File: src/rtl/gate_sequence_accumulator.sv
// Gate sequence accumulator: folds a stream of 2x2 complex gate matrices into
// a running product acc = gate x acc (starting from identity) by driving an
// external 2x2 complex matrix multiplier over a ready/available handshake.
// Operands are held in registers for the whole multiply so the multiplier
// never sees them change mid-computation.
module gate_sequence_accumulator #(
    parameter int WIDTH     = 37,
    parameter int FRAC_BITS = 35,
    parameter int COUNT_W   = 8
) (
    input  logic                    clk,
    input  logic                    reset,
    input  logic                    start,
    input  logic signed [WIDTH-1:0] gate_mtx [0:1][0:1][0:1],
    input  logic                    gate_valid,
    input  logic                    gate_last,
    output logic                    gate_ready,
    output logic signed [WIDTH-1:0] mul_a [0:1][0:1][0:1],
    output logic signed [WIDTH-1:0] mul_b [0:1][0:1][0:1],
    output logic                    mul_ready,
    input  logic signed [WIDTH-1:0] mul_r [0:1][0:1][0:1],
    input  logic                    mul_available,
    output logic signed [WIDTH-1:0] result [0:1][0:1][0:1],
    output logic                    result_valid,
    input  logic                    result_ack,
    output logic [COUNT_W-1:0]      gate_count,
    output logic                    busy
);

    localparam logic signed [WIDTH-1:0] FIX_ONE = WIDTH'(1) << FRAC_BITS;

    typedef enum logic [2:0] {
        IDLE,
        WAIT_GATE,
        ISSUE,
        WAIT_DONE,
        DONE
    } state_t;

    state_t                  state_reg;
    logic signed [WIDTH-1:0] gate_reg [0:1][0:1][0:1];
    logic signed [WIDTH-1:0] acc_reg  [0:1][0:1][0:1];
    logic                    last_flag_reg;
    logic [COUNT_W-1:0]      count_reg;
    logic                    result_valid_reg;
    logic                    busy_reg;
    logic                    start_new;

    // A new sequence may only begin from IDLE or DONE; start is ignored mid-sequence.
    assign start_new = start && (state_reg == IDLE || state_reg == DONE);

    assign gate_ready   = (state_reg == WAIT_GATE);
    // The request simply mirrors availability while in ISSUE, so the handshake
    // edge is the first edge in ISSUE with the multiplier idle.
    assign mul_ready    = (state_reg == ISSUE) && mul_available;
    assign result_valid = result_valid_reg;
    assign gate_count   = count_reg;
    assign busy         = busy_reg;

    // Operand and result views are direct taps of the gate register and accumulator.
    generate
        for (genvar gi = 0; gi < 2; gi++) begin : g_row
            for (genvar gj = 0; gj < 2; gj++) begin : g_col
                for (genvar gk = 0; gk < 2; gk++) begin : g_part
                    assign mul_a[gi][gj][gk]  = gate_reg[gi][gj][gk];
                    assign mul_b[gi][gj][gk]  = acc_reg[gi][gj][gk];
                    assign result[gi][gj][gk] = acc_reg[gi][gj][gk];
                end
            end
        end
    endgenerate

    // Sequence controller: state, operand registers, accumulator and registered status.
    always_ff @(posedge clk) begin
        if (reset) begin
            state_reg        <= IDLE;
            last_flag_reg    <= 1'b0;
            count_reg        <= '0;
            result_valid_reg <= 1'b0;
            busy_reg         <= 1'b0;
            for (int r = 0; r < 2; r++) begin
                for (int c = 0; c < 2; c++) begin
                    for (int p = 0; p < 2; p++) begin
                        gate_reg[r][c][p] <= '0;
                        acc_reg[r][c][p]  <= '0;
                    end
                end
            end
        end else if (start_new) begin
            // Fresh sequence: accumulator becomes identity (real diagonal = 1.0).
            for (int r = 0; r < 2; r++) begin
                for (int c = 0; c < 2; c++) begin
                    for (int p = 0; p < 2; p++) begin
                        acc_reg[r][c][p] <= (r == c && p == 0) ? FIX_ONE : '0;
                    end
                end
            end
            count_reg        <= '0;
            result_valid_reg <= 1'b0;
            busy_reg         <= 1'b1;
            state_reg        <= WAIT_GATE;
        end else begin
            case (state_reg)
                IDLE: begin
                    state_reg <= IDLE;
                end
                WAIT_GATE: begin
                    if (gate_valid) begin
                        gate_reg      <= gate_mtx;
                        last_flag_reg <= gate_last;
                        state_reg     <= ISSUE;
                    end
                end
                ISSUE: begin
                    if (mul_available) begin
                        state_reg <= WAIT_DONE;
                    end
                end
                WAIT_DONE: begin
                    // Availability returning after the handshake marks a valid result.
                    if (mul_available) begin
                        acc_reg <= mul_r;
                        if (count_reg != {COUNT_W{1'b1}}) begin
                            count_reg <= count_reg + 1'b1;
                        end
                        if (last_flag_reg) begin
                            result_valid_reg <= 1'b1;
                            busy_reg         <= 1'b0;
                            state_reg        <= DONE;
                        end else begin
                            state_reg <= WAIT_GATE;
                        end
                    end
                end
                DONE: begin
                    if (result_ack) begin
                        result_valid_reg <= 1'b0;
                        state_reg        <= IDLE;
                    end
                end
                default: begin
                    state_reg <= IDLE;
                end
            endcase
        end
    end

endmodule

File: config.mk
export PLATFORM = sky130hd
export DESIGN_NAME = gate_sequence_accumulator
export DESIGN_NICKNAME = d
export VERILOG_FILES = /design/src/rtl/gate_sequence_accumulator.sv
export SDC_FILE = /design/constraint.sdc
export NUM_CORES = 1
export LEC_CHECK = 0
export BUFFER_PORTS_ARGS = -buffer_cell sky130_fd_sc_hd__buf_2
export CORE_AREA = 2 2 587 589
export CTS_CLUSTER_DIAMETER = 80
export DETAILED_ROUTE_END_ITERATION = 7
export DIE_AREA = 0 0 589 591
export MAX_ROUTING_LAYER = met4
export PLACE_DENSITY = 0.3
export SYNTH_ARGS = -nofsm -noshare
export SYNTH_HDL_FRONTEND = slang
export SYNTH_SLANG_ARGS = --single-unit
File: constraint.sdc
create_clock -name clk -period 4 [get_ports clk]
set_clock_uncertainty 0.1 [all_clocks]
set_input_delay 0.6 -clock clk [delete_from_list [all_inputs] [get_ports clk]]
set_output_delay 0.6 -clock clk [all_outputs]
set_load 0.02 [all_outputs]
==> results of run 1 <==
worst paths after layout:
| kind | to | slack (ps) | cells after the start |
|---|---|---|---|
| hold reg to reg | mul_a[242]$_SDFFE_PP0P_ | 350 | 2 |
| setup reg to reg | mul_a[102]$_SDFFE_PP0P_ | 1600 | 5 |
| setup / recovery | mul_ready | 1130 | 3 |
| hold / removal | mul_b[279]$_SDFFE_PP0P_ | 90 | 3 |
layout make-up:
cell class	instances	share of cell area (%)
repair buffers	2101	31.77
flip-flops and latches	606	28.28
inverters	1	0.008751
clock buffers	125	5.983
clock inverters	27	0.5892
multi-input cells	1838	19.76
well taps	4557	13.29
diodes	53	0.3092
stage by stage:
step / util (%) / setup slack [ps] / hold WS [ps]
3_5_place_dp: 10.07 / 1173 / 344.1
2_1_floorplan: - / 2162 / 363.3
3_3_place_gp: 10.07 / 1228 / 339.9
4_1_cts: 12.51 / 865.0 / 8.060
5_1_grt: 12.54 / 889.8 / 36.14
6_report: 12.55 / 1131 / 88.63
tightest hold or removal path: stages:
cell and delay (ps):
buf_2 160, nand2_1 80, a21oi_1 50
placed cells by master, fill, tap and decap left out, drive strengths merged, types with 5 or more instances in the layout:
master / instances
nand2b: 6
a21oi: 596
dfxtp: 606
clkbuf: 125
xor2: 5
diode: 53
nor2: 12
clkinv: 13
nand2: 1187
dlygate4sd3: 552
inv: 10
buf: 1549
synthesized netlist by cell type (2+ instances only):
master	count
buf_6	15
buf_4	329
nand2b_4	2
o211ai_1	2
nand2_1	1087
nand2_2	100
o22ai_1	3
nor2_1	11
buf_1	5
and3_1	3
clkbuf_1	60
nor3_1	3
a21oi_1	495
a21oi_2	101
nor3b_1	2
buf_2	77
nand2b_1	4
xor2_1	5
buf_12	12
dfxtp_1	606
cells by family (layout without fill, tap and decap cells):
logic type | after synthesis | in the layout
mux | 1 | 1
simple gates | 1221 | 1221
other cells | 0 | 53
xor+xnor | 5 | 5
flops | 606 | 606
compound gates | 610 | 610
buf+inv | 499 | 2254
fa+ha+maj | 1 | 1
routing by layer:
layer / vias up / share of wire, % / global-route usage (%)
met3: 259 / 11 / 5.168
met5: - / 0 / -
met1: 12870 / 39 / 12.43
met2: 1381 / 46 / 18.53
met4: 0 / 4.5 / 4.852
li1: 12590 / - / -
power by group:
part / internal, mW / total [mW] / switching [mW]
Combinational: 0.829 / 1.87 / 1.04
Sequential: 6.18 / 6.27 / 0.0899
Clock: 4.60 / 7.82 / 3.22
Total: 11.6 / 16.0 / 4.35
==> summary.md, run 1 <==
| Metric | Value |
|---|---|
| Crit-path max FO | `10` |
| Final net count | `5239` |
| Mux contribution to synthesized area | `0.04152%` |
| CP Cell Sequence | `nand2_1 > nor3_1 > buf_2` |
| Via Count | `27.10k` |
| Synth cell types | `41` |
| Worst Path Required | `3300 ps` |
| Synth Register Bits | `606` |
| Peak VDD IR | `266.2 uV` |
| Tightest Hold Check Type | `in2reg` |
| Reg area | `0.01213 mm^2` |
| Share of cells above drive strength 1 | `40.25%` |
| Synth Flop Type | `dfxtp_1` |
| Post-DP HPWL | `173800 um` |
| Warnings, synthesis | `0` |
| Post-Synth Simple-Gate Area | `20.43%` |
| DR WL/cell | `22.17 um` |
| H-tree depth | `3` |
| Critical path arrival | `2170 ps` |
| Relative slew slack | `30.71%` |
| CTS tree | `built` |
| Via density per instance | `2.912` |
| Worst R2R Start | `state_reg[0]$_SDFFE_PP0P_` |
| Yosys top cell area share | `50.32%` |
| Crit share post-route | `71.72%` |
| Cts hold-fix bufs | `552` |
| Crit. Startpoint | `state_reg[1]$_SDFFE_PP0P_` |
| First-pass DRT Iterations | `6` |
| Measured slew at the worst slew-check pin | `1039 ps` |
| CP Buf/Inv Count | `1` |
| Critical-path top delay cell | `dfxtp_1` |
| Core Area | `0.3419 mm^2` |
| P_leak | `17.72 nW` |
| Longest Clk Path Bufs | `4` |
| Antenna violations before repair | `58` |
| Largest net degree at the start of global routing | `99` |
| CTS root buf | `clkbuf_16` |
| Number of flops mapped to enable cells by yosys | `0` |
| Yosys top cell by area | `dfxtp_1` |
| Mapped cell area | `0.02411 mm^2` |
| Async SR Flop Fraction | `0%` |
| Dpl cell area | `0.03442 mm^2` |
| Delay-heaviest family, CP | `flip-flops` |
| Final setup viols | `0` |
| Skew-Pair Late Insertion Delay | `750 ps` |
| Post-synthesis compound-gate area fraction | `14.41%` |
| # fillers | `39.81k` |
| Setup bufs post-CTS | `0` |
| Outcome | `finished, final reports clean` |
| Crit path time final | `2869 ps` |
| Area growth, synth to finish | `77.93%` |
| Startpoint Class | `flip-flop` |
| Footprint of the multi-input gates | `0.008478 mm^2` |
| Post-Layout Inst Area | `0.04289 mm^2` |
| GRT Overall Usage | `11.59%` |
| Min-delay src | `mul_r[279]` |
| Combinational family with the most area after synthesis | `simple AND/OR/NAND/NOR gates` |
| Fmax | `348.6 MHz` |
| WS Path Type | `reg2out` |
| Pwr Total | `15.96 mW` |
| Row count | `215` |
| # placed instances | `8551` |
| Vias in the first global route | `27.29k` |
| Critical Path End Type | `output pin` |
| CTS Buf Count | `91` |
| Post-Synth Adder-Cell Area | `0.05190%` |
| Final hold viol count | `0` |
| Crit-path max cell delay | `530 ps` |
| Synth Area in XOR/XNOR | `0.1816%` |
| Routed wire length | `206300 um` |
| Total gr overflow | `0` |
| Power Density | `372.1 mW/mm^2` |
| Drt drc | `0` |
| Seq/Total Area, Yosys | `50.32%` |
| Die area | `0.3481 mm^2` |
| CTS Sinks | `606` |
| Final Wtd Congestion | `0.9849` |
| First-pass GRT wire length | `262800 um` |
| Die Width | `589 um` |
| RSZ-0062 raised after global routing | `false` |
| Clk slew on worst S/H paths | `50 ps` |
| Boundary pin count | `1499` |
| Post-synth net total | `3543` |
| Port Buffers | `1498` |
| Routed Antenna Nets | `0` |
| Resized Gates After CTS | `0` |
| Setup TNS | `0 ps` |
| Finished Layout Cells | `9308` |
| Ranking of synthesized cells by area | `dfxtp_1 (50%), nand2_1 (17%), a21oi_1 (10%), buf_4 (10%), a21oi_2 (3.7%)` |
| Die Y | `591 um` |
| Initial Utilization | `7.051%` |
| Final Max Slew Viols | `0` |
| Max-Cap Viols | `0` |
| Initial drt markers | `1399` |
| Mapped Avg Cell Area | `8.192 um^2` |
| Syn Inst Count | `2943` |
Power figures use the tool's default switching activity.
==> run 2: changes to the inputs <==
--- a/config.mk
+++ b/config.mk
@@ -6,10 +6,10 @@
 export NUM_CORES = 1
 export LEC_CHECK = 0
 export BUFFER_PORTS_ARGS = -buffer_cell sky130_fd_sc_hd__buf_2
-export CORE_AREA = 2 2 587 589
+export CORE_AREA = 2 2 589 591
 export CTS_CLUSTER_DIAMETER = 80
 export DETAILED_ROUTE_END_ITERATION = 7
-export DIE_AREA = 0 0 589 591
+export DIE_AREA = 0 0 591 593
 export MAX_ROUTING_LAYER = met4
 export PLACE_DENSITY = 0.3
 export SYNTH_ARGS = -nofsm -noshare
==> constraint.sdc (replaced) <==
create_clock -name clk -period 2.5 [get_ports clk]
set_clock_uncertainty 0.1 [all_clocks]
set_input_delay 0.375 -clock clk [delete_from_list [all_inputs] [get_ports clk]]
set_output_delay 0.375 -clock clk [all_outputs]
set_load 0.02 [all_outputs]
==> summary.md, run 2 (same netlist as run 1, synthesis figures left out) <==
| Metric | Value |
|---|---|
| Via density per instance | `2.912 (about the same)` |
| Crit-path max FO | `38 (+28)` |
| Peak VDD IR | `433.6 uV (+63%)` |
| Area growth, synth to finish | `83.10%` |
| Setup TNS | `0 ps (unchanged)` |
| Dpl cell area | `0.03481 mm^2 (+1.1%)` |
| Pwr Total | `25.90 mW (+62%)` |
| Routed wire length | `207700 um (+0.68%)` |
| Worst Path Required | `3090 ps (-210 ps)` |
| WS Path Type | `reg2reg` |
| Outcome | `finished, final reports clean` |
| First-pass GRT wire length | `263000 um (about the same)` |
| Worst Setup Slack, final | `214.9 ps (-916.2 ps)` |
| Largest net degree at the start of global routing | `100 (+1.0%)` |
| Row count | `216 (+0.47%)` |
| Initial Utilization | `6.996% (-0.055 points)` |
| Port Buffers | `1498 (unchanged)` |
| Max-Cap Viols | `0 (unchanged)` |
| Longest Clk Path Bufs | `4 (unchanged)` |
| GRT Overall Usage | `11.53% (-0.064 points)` |
| Startpoint Class | `flip-flop` |
| CP Buf/Inv Count | `2 (+1)` |
| Dpl ws | `474.5 ps (-698.1 ps)` |
| Final core utilization | `12.81% (+0.26 points)` |
| CP Cell Sequence | `nand2b_4 > nor2_8 > buf_12 > nand2_1 > a21oi_2 > dlygate4sd3_1` |
| Share of cells above drive strength 1 | `39.98% (-0.28 points)` |
| Initial drt markers | `1397 (-0.14%)` |
| CTS Buf Count | `88 (-3.3%)` |
| Crit path time final | `2285 ps` |
| Final Wtd Congestion | `0.9994 (+1.5%)` |
| Finished Layout Cells | `9443 (+1.5%)` |
| CTS root buf | `clkbuf_16` |
| Routed Antenna Nets | `0 (unchanged)` |
| Critical-path top delay cell | `dfxtp_1` |
| Fmax | `437.6 MHz` |
| Die Width | `591 um (+0.34%)` |
| Clk slew on worst S/H paths | `60 ps (about the same)` |
| P_leak | `18.33 nW (+3.4%)` |
| Drt drc | `0 (unchanged)` |
| Power Density | `586.7 mW/mm^2 (+58%)` |
| Crit-path max cell delay | `550 ps (+20 ps)` |
| Critical Path End Type | `flip-flop` |
| RSZ-0062 raised after global routing | `false` |
| H-tree depth | `3 (unchanged)` |
| Vias in the first global route | `27.27k (-0.059%)` |
| Hold WS | `268.0 ps (+179.4 ps)` |
| Boundary pin count | `1499 (unchanged)` |
| Crit share post-route | `91.40%` |
| Core Area | `0.3446 mm^2 (+0.78%)` |
| Antenna violations before repair | `66 (+14%)` |
| DR WL/cell | `22.00 um (-0.76%)` |
| Die area | `0.3505 mm^2 (+0.68%)` |
| CTS tree | `built` |
| Measured slew at the worst slew-check pin | `757.2 ps (-282.2 ps)` |
| # placed instances | `8601 (+0.58%)` |
| Final hold viol count | `0 (unchanged)` |
| Relative slew slack | `49.52% (+19 points)` |
| Via Count | `27.50k (+1.5%)` |
| First-pass DRT Iterations | `7 (+1)` |
| Delay-heaviest family, CP | `buffers and inverters` |
| CTS Sinks | `606 (unchanged)` |
| Total gr overflow | `0 (unchanged)` |
| Most frequent cells in the layout | `buf_2 (1496), nand2_1 (1087), dlygate4sd3_1 (629)` |
| Final net count | `5344 (+2.0%)` |
| Post-DP HPWL | `176800 um (+1.7%)` |
| Critical path arrival | `2880 ps (+710 ps)` |
| Final setup viols | `0 (unchanged)` |
| Tightest Hold Check Type | `in2reg` |
| Post-Layout Inst Area | `0.04414 mm^2 (+2.9%)` |
| Die Y | `593 um (+0.34%)` |
| Commonest non-fill, non-tap cell in the layout | `buf_2` |
| Skew-Pair Late Insertion Delay | `790 ps (+40 ps)` |
| Final Max Slew Viols | `0 (unchanged)` |
[run 2: cell types whose count changed in the layout (fill, tap and decap cells not counted), moves of 2 or more]
cell / change
inv_6: -2
dlygate4sd3_1: +77
diode_2: +9
bufinv_16: +4
buf_12: +12
clkbuf_16: -3
clkinv_2: -3
buf_4: +19
[run 2: layout make-up]
cell class                 count  area, um^2
antenna                       62       155.1
clock buffer                 124        2509
clock inverter                25       342.8
fill                       40050      300400
inverter                       1       3.754
multi-input combinational   1838        8483
sequential                   606       12130
tap                         4578        5728
timing repair buffer        2209       14790
[run 2: path summary, 6_finish.rpt]
path                             start                       to  slack, ps  depth (start not counted)
min reg2reg    mul_a[211]$_SDFFE_PP0P_  mul_a[211]$_SDFFE_PP0P_        350                          2
min                         mul_r[238]  mul_b[238]$_SDFFE_PP0P_        270                          4
max          state_reg[0]$_SDFFE_PP0P_  mul_a[203]$_SDFFE_PP0P_        210                          6
max reg2reg  state_reg[0]$_SDFFE_PP0P_  mul_a[203]$_SDFFE_PP0P_        210                          6
[run 2: timing repair]
action                                  CTS  global route
buffers inserted                          0             2
hold endpoints to repair                598             0
endpoints found under the setup margin    1            26
pin swaps                                 0             0
hold buffers                            629             0
resized for setup                         3             1
[run 2: tightest hold or removal path: stages]
cell and delay, ps:
dlygate4sd3_1 530, buf_2 120, nand2_1 40, a21oi_1 50
[run 2: per-layer routing]
| metal | share of wire, % | routed length (um) | GRT usage [%] | up-vias |
|---|---|---|---|---|
| li1 | - | - | - | 12830 |
| met1 | 39 | 80650 | 12.45 | 13090 |
| met2 | 48 | 99300 | 19.04 | 1327 |
| met3 | 10 | 21040 | 4.893 | 251 |
| met4 | 3.2 | 6735 | 3.624 | 0 |
| met5 | 0 | 0 | - | - |
[run 2: power by group]
group / internal [mW] / switching, mW / leakage [nW]
logic: 1.46 / 1.69 / 12.0
registers: 9.89 / 0.148 / 4.90
clock network: 7.60 / 5.12 / 1.39
total: 18.9 / 6.96 / 18.3
